--- config.mk ---
export PLATFORM = sky130hd
export DESIGN_NAME = reg_alu_seq
export DESIGN_NICKNAME = d
export VERILOG_FILES = /design/src/rtl/reg_alu_pkg.sv /design/src/rtl/reg_alu_core.sv /design/src/rtl/reg_alu_seq.sv
export SDC_FILE = /design/constraint.sdc
export NUM_CORES = 1
export LEC_CHECK = 0
export ABC_AREA = 1
export CAP_MARGIN = 30
export CORE_MARGIN = 5
export CORE_UTILIZATION = 55
export CTS_CLUSTER_DIAMETER = 40
export DETAILED_ROUTE_END_ITERATION = 10
export PLACE_DENSITY = 0.89
export SLEW_MARGIN = 15
export SYNTH_ARGS = -nofsm -noshare
export SYNTH_HDL_FRONTEND = slang
export SYNTH_SLANG_ARGS = --single-unit
export TNS_END_PERCENT = 5
--- constraint.sdc ---
create_clock -name clk -period 4.5 [get_ports clk]
set_input_delay 0.675 -clock clk [delete_from_list [all_inputs] [get_ports clk]]
set_output_delay 0.675 -clock clk [all_outputs]
set_load 0.01 [all_outputs]
--- src/rtl/reg_alu_pkg.sv ---
// Shared types for the regfile ALU sequencer: opcodes, FSM states and the
// 16-bit instruction layout with its field decoder.
package reg_alu_pkg;

    localparam int INSTR_W   = 16;
    localparam int IMM_W     = 7;
    localparam int REG_IDX_W = 2;

    localparam int OP_MSB  = 15;
    localparam int OP_LSB  = 13;
    localparam int RD_MSB  = 12;
    localparam int RD_LSB  = 11;
    localparam int RS1_MSB = 10;
    localparam int RS1_LSB = 9;
    localparam int RS2_MSB = 8;
    localparam int RS2_LSB = 7;
    localparam int IMM_MSB = 6;
    localparam int IMM_LSB = 0;

    typedef enum logic [2:0] {
        OP_NOP  = 3'b000,
        OP_ADD  = 3'b001,
        OP_SUB  = 3'b010,
        OP_AND  = 3'b011,
        OP_OR   = 3'b100,
        OP_XOR  = 3'b101,
        OP_SLT  = 3'b110,
        OP_ADDI = 3'b111
    } opcode_e;

    typedef enum logic [1:0] {
        IDLE = 2'd0,
        READ = 2'd1,
        EXEC = 2'd2,
        WB   = 2'd3
    } state_e;

    typedef struct packed {
        opcode_e              op;
        logic [REG_IDX_W-1:0] rd;
        logic [REG_IDX_W-1:0] rs1;
        logic [REG_IDX_W-1:0] rs2;
        logic [IMM_W-1:0]     imm;
    } instr_t;

    function automatic instr_t decode(input logic [INSTR_W-1:0] raw);
        instr_t d;
        d.op  = opcode_e'(raw[OP_MSB:OP_LSB]);
        d.rd  = raw[RD_MSB:RD_LSB];
        d.rs1 = raw[RS1_MSB:RS1_LSB];
        d.rs2 = raw[RS2_MSB:RS2_LSB];
        d.imm = raw[IMM_MSB:IMM_LSB];
        return d;
    endfunction

endpackage

--- src/rtl/reg_alu_core.sv ---
// Combinational ALU for the sequencer; all arithmetic wraps modulo 2^DATA_W.
module reg_alu_core
    import reg_alu_pkg::*;
#(
    parameter int DATA_W = 32
) (
    input  opcode_e                   op,
    input  logic signed [DATA_W-1:0]  a,
    input  logic signed [DATA_W-1:0]  b,
    input  logic signed [IMM_W-1:0]   imm,
    output logic signed [DATA_W-1:0]  result
);

    logic signed [DATA_W-1:0] immExt;

    assign immExt = {{(DATA_W-IMM_W){imm[IMM_W-1]}}, imm};

    always_comb begin
        result = '0;
        case (op)
            OP_ADD:  result = a + b;
            OP_SUB:  result = a - b;
            OP_AND:  result = a & b;
            OP_OR:   result = a | b;
            OP_XOR:  result = a ^ b;
            OP_SLT:  result = (a < b) ? DATA_W'(1) : '0;
            OP_ADDI: result = a + immExt;
            default: result = '0;
        endcase
    end

endmodule

--- src/rtl/reg_alu_seq.sv ---
// Four-cycle decode/read/execute/writeback sequencer in front of a 4x32 regfile.
// Optional status flags (zero_flag, neg_flag) enabled by REG_ALU_SEQ_STATUS_EN.
module reg_alu_seq
    import reg_alu_pkg::*;
#(
    parameter int DATA_W = 32,
    parameter int ADDR_W = 2
) (
    input  logic               clk,
    input  logic               reset,
    input  logic               instr_valid,
    input  logic [INSTR_W-1:0] instr,
    output logic               instr_ready,
    output logic [ADDR_W-1:0]  ReadReg1,
    output logic [ADDR_W-1:0]  ReadReg2,
    input  logic [DATA_W-1:0]  ReadData1,
    input  logic [DATA_W-1:0]  ReadData2,
    output logic [ADDR_W-1:0]  WriteReg,
    output logic [DATA_W-1:0]  WriteData,
    output logic               RegWrite,
`ifdef REG_ALU_SEQ_STATUS_EN
    output logic               zero_flag,
    output logic               neg_flag,
`endif
    output logic               done
);

    if (ADDR_W != REG_IDX_W) begin : gBadAddrW
        $error("reg_alu_seq: ADDR_W must be 2 for the 16-bit instruction encoding");
    end

    state_e  state, stateNext;
    instr_t  dec;
    logic    accept;

    opcode_e                  op_p0;
    logic [REG_IDX_W-1:0]     rd_p0;
    logic signed [IMM_W-1:0]  imm_p0;
    logic signed [DATA_W-1:0] opA_p1, opB_p1;
    logic signed [DATA_W-1:0] aluResult;

    assign dec    = decode(instr);
    assign accept = instr_valid && instr_ready;

    always_comb begin
        stateNext   = state;
        instr_ready = 1'b0;
        RegWrite    = 1'b0;
        done        = 1'b0;
        case (state)
            IDLE: begin
                instr_ready = reset;
                if (instr_valid) stateNext = READ;
            end
            READ: stateNext = EXEC;
            EXEC: stateNext = WB;
            WB: begin
                // Gated by reset so a WB-cycle reset aborts the write as well.
                RegWrite  = reset && (op_p0 != OP_NOP);
                done      = reset;
                stateNext = IDLE;
            end
            default: stateNext = IDLE;
        endcase
    end

    always_ff @(posedge clk) begin
        if (!reset) begin
            state     <= IDLE;
            ReadReg1  <= '0;
            ReadReg2  <= '0;
            WriteReg  <= '0;
            WriteData <= '0;
`ifdef REG_ALU_SEQ_STATUS_EN
            zero_flag <= 1'b0;
            neg_flag  <= 1'b0;
`endif
        end else begin
            state <= stateNext;
            if (accept) begin
                ReadReg1 <= ADDR_W'(dec.rs1);
                ReadReg2 <= ADDR_W'(dec.rs2);
            end
            // EXEC -> WB boundary: result and destination become the write port.
            if (state == EXEC) begin
                WriteData <= aluResult;
                WriteReg  <= ADDR_W'(rd_p0);
`ifdef REG_ALU_SEQ_STATUS_EN
                if (op_p0 != OP_NOP) begin
                    zero_flag <= (aluResult == '0);
                    neg_flag  <= aluResult[DATA_W-1];
                end
`endif
            end
        end
    end

    // IDLE -> READ latches the instruction; READ -> EXEC captures operands.
    always_ff @(posedge clk) begin
        if (state == IDLE && instr_valid) begin
            op_p0  <= dec.op;
            rd_p0  <= dec.rd;
            imm_p0 <= dec.imm;
        end
        if (state == READ) begin
            opA_p1 <= ReadData1;
            opB_p1 <= ReadData2;
        end
    end

    reg_alu_core #(
        .DATA_W (DATA_W)
    ) uCore (
        .op     (op_p0),
        .a      (opA_p1),
        .b      (opB_p1),
        .imm    (imm_p0),
        .result (aluResult)
    );

endmodule

==> results.txt <==
post-synthesis sequential area ratio -> 0.283
worst-margin pin slew -> 0.754 ns
Detailed Place HPWL -> 28500 µm
Final nets -> 1995
Tcrit/Tclk final -> 0.846
initial antenna violation count -> 0
cell area power density -> 613 mW/mm²
die area -> 0.0227 mm²
DRT Pass-1 Iters -> 6
Final setup violation count -> 0
Port Buffer Count -> 123
initial core utilization -> 0.559
Yosys warnings -> 0
DRT iter0 DRCs -> 1143
Rows -> 51
first-pass GRT wire length -> 57000 µm
hold wc startpoint -> ReadReg1[1]$_SDFFE_PN0P_
CP startpoint -> op_p0[2]$_DFFE_PP_
Post-Place Cells -> 2014
Yosys cell types -> 45
post-synth top area cell -> edfxtp_1
area fraction of the dominant cell type after synthesis -> 0.210
CTS root buffer -> clkbuf_16
ranking of synthesized cells by area -> edfxtp_1 21%, nand2_1 17%, ha_1 16%, inv_1 11%, dfxtp_1 7.4%
CTS Buf Count -> 17
ANT cells -> 0
DRC Markers -> 0
Avg WL per Cell -> 18.1 µm
Async S/R FF share, synth -> 0
CP Data Required Time -> 4.81 ns
vias in the first global route -> 10800
max-cap violations -> 0
layout cells sized above 1 -> 0.0359
Slew HR -> 0.496
crit-path max FO -> 40
status -> complete, no violations
Fin Setup TNS -> 0 ns
Core Area -> 0.0195 mm²
routed vias -> 11300
Worst-path clk slew -> 0.06 ns
CP startpoint kind -> flip-flop
max-slew violations -> 0
Post-Syn Area -> 0.0109 mm²
utilization after layout -> 0.670
Mapped Nets -> 1873
Hold Buf Count CTS -> 0
# IOs -> 124
CTS H-tree lvls -> 4
largest net degree at the start of global routing -> 41
Worst Setup End Kind -> flip-flop
CTS tree -> yes
Hold Fails Final Rpt -> 0
Data arrival, critical path -> 4.11 ns
peak supply drop -> 0.000477 V
Clock Path Buffers -> 2
Seq cells post-synth -> 116
Layout Skew -> 0.0194 ns
Die Span X -> 151 µm
Worst Hold Class -> reg2reg
floorplan die height -> 151 µm
Vias/cell -> 5.50
Total GRT Usage -> 0.329
post-cts resize count -> 0
Routed Antenna Nets -> 0
Max Clock Freq -> 0.263 GHz
final std cells w/o fill -> 2048
Post-Synthesis Cells -> 1648
Tmin final -> 3.81 ns
ys flop type -> edfxtp_1
Total Wirelength -> 37200 µm
Post-Syn Area per Cell -> 6.61 µm²
Setup Buffers After CTS -> 0
Leak -> 6.68 nW
GPL Wtd Cong -> 0.994
EDFF count, synth -> 76
critical path type -> reg2reg
# clock sinks -> 116
worst skew pair latency -> 0.45 ns
Layout Area Growth over Synthesis -> 19.7%
RSZ-0062 raised after global routing -> no
grt total ovfl -> 0
reg-to-reg critical path startpoint -> op_p0[2]$_DFFE_PP_
FILL cells -> 1716
-- report_power, final --
part | internal [mW] | switching (mW)
sequential | 1.48 | 0.291
combinational | 1.59 | 3.20
clock | 0.844 | 0.578
-- cell usage after synthesis (6+ instances only) --
cell type  number
nand2_1       504
inv_1         331
ha_1          140
nor2_1        130
nand3_1       124
a21oi_1        92
edfxtp_1       76
o21ai_0        61
dfxtp_1        40
a221oi_1       26
clkbuf_1       15
nand4_1        15
nor3_1         11
buf_2           9
o21bai_1        8
or2_2           8
and2_1          6
nand3b_1        6
-- layer usage --
metal / vias to the layer above / share of wire / global-route usage
met3: 81 / 0.13 / 0.101
met5: - / 0 / 0
met1: 5110 / 0.42 / 0.447
li1: 5455 / - / -
met2: 611 / 0.42 / 0.492
met4: 0 / 0.032 / 0.124
-- placed cells by master (no fill, tap or decap), drive strengths merged, types with 2 or more instances in the layout --
cell type	count
inv	338
clkbuf	22
buf	10
ha	140
clkinvlp	2
or2	8
nor3	13
nand3	124
a221oi	26
o22ai	5
fa	2
nor4	3
clkdlybuf4s50	123
nor2	134
dfxtp	40
xor2	5
o21bai	8
edfxtp	76
nand3b	6
nand2	506
and2	6
clkinv	5
nand4	15
o21ai	64
a21oi	93
-- through the flow --
step | worst slack (ns) | hold slack [ns] | power [mW] | cell area, µm²
floorplan | 1.41 | 0.447 | 4.91 | 10900
global placement | 0.884 | 0.435 | 6.29 | 12400
detailed placement | 0.784 | 0.455 | 6.38 | 12400
CTS | 0.773 | 0.463 | 7.85 | 13000
global route | 0.541 | 0.480 | 8.58 | 13000
finish | 0.693 | 0.464 | 7.99 | 13000
-- worst paths after layout --
check                                             endpoint  slack [ns]  depth (start not counted)
worst min register to register    ReadReg1[1]$_SDFFE_PN0P_        0.46                          2
worst max register to register  WriteData[14]$_SDFFE_PN0P_        0.69                         16
worst min-delay path              ReadReg1[1]$_SDFFE_PN0P_        0.46                          2
worst max-delay path            WriteData[14]$_SDFFE_PN0P_        0.69                         16
-- worst max-delay path: stages, from the launching register on --
cell and delay, ns:
edfxtp_1 0.54, inv_2 0.16, nor2_8 0.51, o21ai_0 0.18
ha_1 0.28, fa_1 0.48, nand3_1 0.12, nand3_1 0.15
nand2_1 0.10, nand2_1 0.13, nand2_1 0.09, nand2_1 0.16
or2_2 0.32, nand3_1 0.07, nand3_1 0.15, nand2_1 0.14
a21oi_1 0.07
-- logic make-up after synthesis --
kind of cell	after synthesis	synth area share
AO/OA/AOI/OAI	202	0.106
XOR/XNOR	6	0.00552
adder cells (fa/ha/maj)	142	0.165
buffers and inverters	365	0.128
flip-flops	116	0.283
AND/OR/NAND/NOR	817	0.312
-- cell type report --
type,count,area (µm²),share of cell area
Clock inverter,10,76.3,0.00586
Sequential cell,116,3080,0.237
Tap cell,265,332,0.0254
Multi-Input combinational cell,1167,6420,0.493
Timing Repair Buffer,133,1330,0.102
Clock buffer,22,529,0.0406
Inverter,335,1260,0.0965
-- registers in the layout, summed over array words and instances, names as in the netlist --
signal     count
WriteData     32
opA_p1        32
opB_p1        32
imm_p0         7
op_p0          3
ReadReg1       2
ReadReg2       2
WriteReg       2
rd_p0          2
state          2
Note: power is estimated with default switching activity, not from simulation.
